<file path="config.mk">
export PLATFORM = sky130hd
export DESIGN_NAME = spi_protocol
export DESIGN_NICKNAME = d
export VERILOG_FILES = /design/src/rtl/spi_protocol.sv
export SDC_FILE = /design/constraint.sdc
export NUM_CORES = 1
export LEC_CHECK = 0
export CELL_PAD_IN_SITES_DETAIL_PLACEMENT = 0
export CELL_PAD_IN_SITES_GLOBAL_PLACEMENT = 1
export CORE_UTILIZATION = 43
export CTS_CLUSTER_SIZE = 25
export DETAILED_ROUTE_END_ITERATION = 7
export PLACE_DENSITY = 0.85
export SLEW_MARGIN = 5
export SYNTH_ARGS = -nofsm -noshare
export SYNTH_HDL_FRONTEND = slang
export SYNTH_SLANG_ARGS = --single-unit
</file>
<file path="constraint.sdc">
create_clock -name clk -period 4.85 [get_ports clk]
set_clock_uncertainty 0.2 [all_clocks]
set_input_delay 0.97 -clock clk [delete_from_list [all_inputs] [get_ports clk]]
set_output_delay 0.97 -clock clk [all_outputs]
set_load 0.005 [all_outputs]
</file>
<file path="src/rtl/spi_protocol.sv">
// Single-master, three-slave SPI loopback: master and slave shift registers swap
// one byte over an internal SCLK/MOSI/MISO/SS_n bus in any CPOL/CPHA mode.
module spi_protocol (
    input  logic       start,
    input  logic       clk,
    input  logic [7:0] data_in_master,
    input  logic [7:0] data_in_slave,
    output logic [7:0] data_out_master,
    input  logic       load,
    output logic [7:0] data_out_slave,
    input  logic       CPOL,
    input  logic       CPHA,
    input  logic [1:0] Address,
    input  logic       reset1,
    input  logic       reset2,
    input  logic       reset3,
    input  logic       rst_n
);

    localparam logic [0:0] IDLE   = 1'b0;
    localparam logic [0:0] ACTIVE = 1'b1;

    logic [0:0] state, state_nxt;
    logic [3:0] edge_cnt, edge_cnt_nxt;
    logic       sclk, sclk_nxt;
    logic [2:0] ss_n, ss_n_nxt;
    logic       cpol_q, cpol_nxt;
    logic       cpha_q, cpha_nxt;
    logic       mosi, mosi_nxt;
    logic       miso, miso_nxt;
    logic       master_hold, master_hold_nxt;
    logic       slave_hold, slave_hold_nxt;
    logic [7:0] master_reg, master_nxt;
    logic [7:0] slave_reg [3];
    logic [7:0] slave_nxt [3];
    logic [7:0] dout_slave_nxt;

    logic [2:0] slave_strobe;
    logic [2:0] addr_dec;
    logic       leading;
    logic       bus_bit7;
    logic       bus_bit6;
    logic       start_bit7;

    assign data_out_master = master_reg;
    assign slave_strobe    = {reset3, reset2, reset1};
    // Odd-numbered SCLK edges (edge_cnt even) are leading edges.
    assign leading         = ~edge_cnt[0];

    always_comb begin
        for (int i = 0; i < 3; i++) begin
            addr_dec[i] = (Address == 2'(i));
        end
    end

    // During a transfer the addressed slave is whichever one has SS_n low.
    always_comb begin
        bus_bit7 = 1'b0;
        bus_bit6 = 1'b0;
        for (int i = 0; i < 3; i++) begin
            if (!ss_n[i]) begin
                bus_bit7 = bus_bit7 | slave_reg[i][7];
                bus_bit6 = bus_bit6 | slave_reg[i][6];
            end
        end
    end

    always_comb begin
        state_nxt       = state;
        edge_cnt_nxt    = edge_cnt;
        sclk_nxt        = sclk;
        ss_n_nxt        = ss_n;
        cpol_nxt        = cpol_q;
        cpha_nxt        = cpha_q;
        mosi_nxt        = mosi;
        miso_nxt        = miso;
        master_hold_nxt = master_hold;
        slave_hold_nxt  = slave_hold;
        master_nxt      = master_reg;
        start_bit7      = 1'b0;
        for (int i = 0; i < 3; i++) begin
            slave_nxt[i] = slave_reg[i];
        end

        if (state == IDLE) begin
            sclk_nxt     = CPOL;
            ss_n_nxt     = 3'b111;
            edge_cnt_nxt = 4'd0;
            if (load) begin
                master_nxt = data_in_master;
            end
            for (int i = 0; i < 3; i++) begin
                if (slave_strobe[i]) begin
                    slave_nxt[i] = data_in_slave;
                end
            end
            // start is a single-cycle request: accepted on any IDLE edge where it
            // is high, after which it is ignored until the block is back in IDLE.
            if (start) begin
                for (int i = 0; i < 3; i++) begin
                    if (addr_dec[i]) begin
                        start_bit7 = start_bit7 | slave_nxt[i][7];
                    end
                end
                state_nxt = ACTIVE;
                cpol_nxt  = CPOL;
                cpha_nxt  = CPHA;
                ss_n_nxt  = ~addr_dec;
                mosi_nxt  = master_nxt[7];
                miso_nxt  = start_bit7;
            end
        end else begin
            sclk_nxt     = ~sclk;
            edge_cnt_nxt = edge_cnt + 4'd1;
            if (!cpha_q) begin
                if (leading) begin
                    master_hold_nxt = miso;
                    slave_hold_nxt  = mosi;
                end else begin
                    master_nxt = {master_reg[6:0], master_hold};
                    for (int i = 0; i < 3; i++) begin
                        if (!ss_n[i]) begin
                            slave_nxt[i] = {slave_reg[i][6:0], slave_hold};
                        end
                    end
                    mosi_nxt = master_reg[6];
                    miso_nxt = bus_bit6;
                end
            end else begin
                if (leading) begin
                    mosi_nxt = master_reg[7];
                    miso_nxt = bus_bit7;
                end else begin
                    master_nxt = {master_reg[6:0], miso};
                    for (int i = 0; i < 3; i++) begin
                        if (!ss_n[i]) begin
                            slave_nxt[i] = {slave_reg[i][6:0], mosi};
                        end
                    end
                end
            end
            if (edge_cnt == 4'd15) begin
                state_nxt    = IDLE;
                edge_cnt_nxt = 4'd0;
                sclk_nxt     = cpol_q;
                ss_n_nxt     = 3'b111;
            end
        end

        dout_slave_nxt = 8'h00;
        for (int i = 0; i < 3; i++) begin
            if (addr_dec[i]) begin
                dout_slave_nxt = slave_nxt[i];
            end
        end
    end

    always_ff @(posedge clk) begin
        if (!rst_n) begin
            state          <= IDLE;
            edge_cnt       <= 4'd0;
            sclk           <= CPOL;
            ss_n           <= 3'b111;
            cpol_q         <= 1'b0;
            cpha_q         <= 1'b0;
            mosi           <= 1'b0;
            miso           <= 1'b0;
            master_hold    <= 1'b0;
            slave_hold     <= 1'b0;
            master_reg     <= 8'h00;
            slave_reg[0]   <= 8'h00;
            slave_reg[1]   <= 8'h00;
            slave_reg[2]   <= 8'h00;
            data_out_slave <= 8'h00;
        end else begin
            state          <= state_nxt;
            edge_cnt       <= edge_cnt_nxt;
            sclk           <= sclk_nxt;
            ss_n           <= ss_n_nxt;
            cpol_q         <= cpol_nxt;
            cpha_q         <= cpha_nxt;
            mosi           <= mosi_nxt;
            miso           <= miso_nxt;
            master_hold    <= master_hold_nxt;
            slave_hold     <= slave_hold_nxt;
            master_reg     <= master_nxt;
            slave_reg[0]   <= slave_nxt[0];
            slave_reg[1]   <= slave_nxt[1];
            slave_reg[2]   <= slave_nxt[2];
            data_out_slave <= dout_slave_nxt;
        end
    end

endmodule

</file>
## After elaboration in Yosys (flattened, before gate mapping)

Memory sizes are Yosys's and may differ from the RTL's.
Cells that the tools add are included.

| word-level totals | value |
|---|---|
| flip-flop bits (word level) | 29 |
| bits in latches | 0 |
| bits in writable memories | 24 |
| bits in read-only memories | 0 |
| input bits | 27 |
| output and inout port bits | 16 |
| logic and storage cells | 99 |
| memories | 1 |

Memory list:

| name | words | bits a word | read ports | clocked after memory_dff | write ports | line | text |
|---|---|---|---|---|---|---|---|
| slave_reg | 3 | 8 | 3 | 0 | 3 | 34 | `logic [7:0] slave_reg [3];` |

| cells by class | value |
|---|---|
| add/subtract/negate cells | 1 |
| multipliers | 0 |
| div/mod/pow operators | 0 |
| order comparisons | 0 |
| equality and inequality tests | 7 |
| shifts and indexed selects | 0 |
| muxes and demuxes | 57 |
| bitwise logic cells | 14 |
| reduce and logical (&&, ||, !) cells | 8 |

Operators with widths:

| cell | count |
|---|---|
| 8-bit 2-to-1 mux | 22 |
| 24-bit 2-to-1 mux | 4 |
| 1-bit 2-to-1 mux | 28 |
| 3-bit 2-to-1 mux | 3 |
| 1-bit bitwise OR | 9 |
| 3-bit AND reduction | 2 |
| 4-bit by 1-bit adder with 4-bit output (second input constant) | 1 |
| 4-bit == test (second input constant) | 1 |
| 2-bit by 1-bit inequality test with 1-bit output (second input constant) | 2 |
| 1-bit inverter | 4 |
| 2-bit AND reduction | 2 |
| 2-bit nonzero test | 2 |
| 3-bit by 1-bit inequality test with 1-bit output (second input constant) | 1 |
| 3-bit inequality test (second input constant) | 1 |
| 3-bit inverter | 1 |
| 3-bit OR reduction | 1 |
| 2-bit by 1-bit == test with 1-bit output (second input constant) | 1 |
| 2-bit == test (second input constant) | 1 |
| 2-bit zero test | 1 |

## Logic depth before layout (Yosys ltp)

| logic depth | value |
|---|---|
| depth after elaboration | 12 |
| mapped depth | 7 |
| mapped depth without buffers | 5 |

## Least setup slack after synthesis

No wires, ideal clock.

| timing path | value |
|---|---|
| path kind | input port to flip-flop |
| start point | input port reset2 |
| end point | register data_out_slave[7] |
| library setup time | 0.114 ns |
| data arrival time | 1.821 ns |
| data required time | 4.536 ns |
| slack | 2.715 ns |
| stages | 5 |
| path buffers | 1 |
| path through | buf_2 > mux2i_1 > mux2i_1 > a22o_1 > a21o_1 |

| between the ends | value |
|---|---|
| word-level cells in the longest chain between the ends | 5 |

Ends and longest elaborated chain:

| what | line | text |
|---|---|---|
| start, declared | 15 | `input logic reset2,` |
| 8-bit 2-to-1 mux | 93 | `if (slave_strobe[i]) begin` |
| 8-bit 2-to-1 mux | 85 | `if (state == IDLE) begin` |
| 24-bit 2-to-1 mux | 85 |  |
| 8-bit 2-to-1 mux (2 in series) | 152 | `if (addr_dec[i]) begin` |
| end signal, assigned | 190 | `data_out_slave <= dout_slave_nxt;` |
| end, declared | 10 | `output logic [7:0] data_out_slave,` |

Every way passes these cells. The select of a mux whose other input is x is not followed.
A chain may end at the register's enable or synchronous reset.

## Worst setup path after layout

| timing path | value |
|---|---|
| start point | input port reset1 |
| end point | register data_out_slave[7] |

| between the ends | value |
|---|---|
| word-level cells in the longest chain between the ends | 5 |

Ends and longest elaborated chain:

| what | line | text |
|---|---|---|
| start, declared | 14 | `input logic reset1,` |
| 8-bit 2-to-1 mux | 93 |  |
| 24-bit 2-to-1 mux | 85 |  |
| 8-bit 2-to-1 mux (3 in series) | 152 |  |

Every way passes these cells.

==> run metrics <==
fin. max-slew vios=0; post-layout net count=~370; Critical Path Max Stage Delay=between 0.7 and 0.8 ns; EDFF count, synth=0; Max-cap violations=0; post-detail-place hpwl=between 4000 and 5000 um; CP max FO=14; GRT Total Usage=20.8%; clock sink total=53; Fmax=approximately 0.37 GHz; vias in the first global route=roughly 2200; initial core utilization=45.4%; mean post-synth cell area=slightly below 9 um^2; post-synth net total=around 340; Pleak=about 1.2 nW; die footprint=between 6000 and 7000 um^2; WP buf/inv=1; clk slew on worst S/H paths=0.10 ns; max FFs per register=24; post-route setup TNS=0 ns; critical path endpoint category=flip-flop; Die Wd=about 82 um; CTS Hold Bufs=0; multi-input logic area=1500 um^2; Worst path slowest cell=clkdlybuf4s50_1; diodes inserted=0; CP Data Required Time=slightly below 5 ns; routed wire length=between 6000 and 7000 um; worst setup path category=in2reg; Core ar.=6030 um^2; post-synthesis cell type count=41; RSZ-0062 raised after global routing=false; register area share after synthesis=roughly two fifths; Post-synth top cells=dfxtp_1, nand2_1, a211oi_1, nor2b_1, nor2_1; ranking of synthesized cells by area=dfxtp_1, mux2i_1, a211oi_1; antenna viol nets, final=0; fill count=between 500 and 600; Worst setup SP type=input port; share of layout cells above drive strength 1=7.56%; cell area power density=between 200 and 300 nW/um^2; Post-Syn Area=roughly 2700 um^2; Max Used Layer=met4; Yosys reg bits=53; wire length on met3=around 290 um; global route overflow=0; Top Ports=43; min cycle time layout=~2.7 ns; worst slew margin relative to its limit=~46%; RePlAce Congestion=between 0.7 and 0.8; register area=between 1000 and 1500 um^2; TritonCTS clock tree=built; area leader, netlist=dfxtp_1; DRT met1 WL=approximately 3200 um; YS warnings=0; worst skew pair latency=around 0.31 ns; Layout Cells excl Fill=about 420; largest net degree at the start of global routing=60; worst-path cell chain=clkdlybuf4s50_1 > mux2_2 > nor2_1 > a31oi_1 > a22o_1 > a21o_1; final worst path period share=a little under three fifths; worst setup margin=around 2.1 ns; vias=around 2300; top_reg_cell synth=dfxtp_1; TritonCTS buffer count=5; Vias/cell=between 5 and 6; Final Hold Vio Count=0; initial DRC count=about 110; worst slew pin tran=between 0.7 and 0.8 ns; Hold Path Class=reg2reg; DRC=0; proportion of netlist area held by the largest area contributor=between 30% and 40%; first-pass GRT wire length=roughly 11000 um; WL per Instance=around 15 um; crit-path leading delay family=buffers and inverters; Critical Path AT=~2.7 ns; 1st-pass router iterations=4; Placed Cells=approximately 410; Max clock buf depth=2; Post-CTS Resized=0; Post-Syn Instances=roughly 320; Layout area overhead=17.3%; setup bufs post-CTS=0; Final setup viols=0; met2 wire len=2860 um; Root Buffer Master=clkbuf_8; cell with the most instances after synthesis=dfxtp_1; VDD IR max=between 0.1 and 0.15 mV; initial antenna violation count=0; run status=completed; Cell Rows=28; CTS H-tree lvls=2; DIE HEIGHT=81.8 um; worst slack at placement=approximately 1.8 ns; Port Buffers=41; share of flip-flops with an asynchronous set or reset=0%
## kinds of logic after synthesis
family	share of synthesized area, %
AOI/OAI and AO/OA	23.8
xor gates and xnor gates	0.960
adders and majority gates	0.457
buffers and inverters	6.40
DFF	38.8
muxes	8.27
and+or+nand+nor	21.4
## final timing paths
check / cells past startpoint / slack, ns / to / start
min reg2reg: 2 / 0.28 / mosi / mosi
max: 6 / 2.12 / data_out_slave[7] / reset1
max reg2reg: 5 / 2.53 / data_out_slave[5] / edge_cnt[0]
min: 2 / 0.28 / mosi / mosi
## where the power goes
| part | internal [mW] | total (mW) | switching, mW |
|---|---|---|---|
| Clock | 0.103 | 0.249 | 0.147 |
| Combinational | 0.0975 | 0.193 | 0.0952 |
| Sequential | 0.470 | 0.495 | 0.0244 |
| Total | 0.670 | 0.937 | 0.266 |
## layout make-up
class	instances	share of cell area, %
sequential	53	33.1
multi-input combinational	229	46.7
tap	75	2.92
clock buffer	7	2.38
clock inverter	1	0.234
timing repair buffer	44	13.5
inverter	10	1.17
## metrics by stage
stage               util (%)  hold slack [ns]  instance area (um^2)  power (mW)
finish                  53.3            0.278                  3210       0.937
global route            53.3            0.317                  3210       0.987
CTS                     53.3            0.281                  3210       0.942
detailed placement      51.9            0.267                  3130       0.697
global placement        51.9            0.258                  3130       0.694
floorplan                  -            0.241                  2740       0.624
## placed cells by master, fill, tap and decap left out, types with 7 or more instances in the layout
cell type,count
mux2i_1,17
nor2b_1,19
o22ai_1,7
a21oi_1,11
nand3_1,8
a22o_1,8
clkdlybuf4s50_1,41
dfxtp_1,52
nand2_1,38
a211oi_1,19
nor2_1,18
a21o_1,7
a31oi_1,8
and2_1,16
inv_1,8
## per-layer routing
layer | global-route usage [%] | up-vias
li1 | - | 1183
met1 | 29.9 | 1094
met2 | 32.0 | 44
met3 | 3.67 | 5
met4 | 5.26 | 0
met5 | 0 | -
## worst reg2reg max path: stages, from the launching register on
cell and delay [ns]:
dfxtp_1 0.79, nor2b_4 0.46, mux2i_1 0.23, a21oi_1 0.10, a22o_1 0.29, a21o_1 0.16
(Power assumes the default switching activity.)
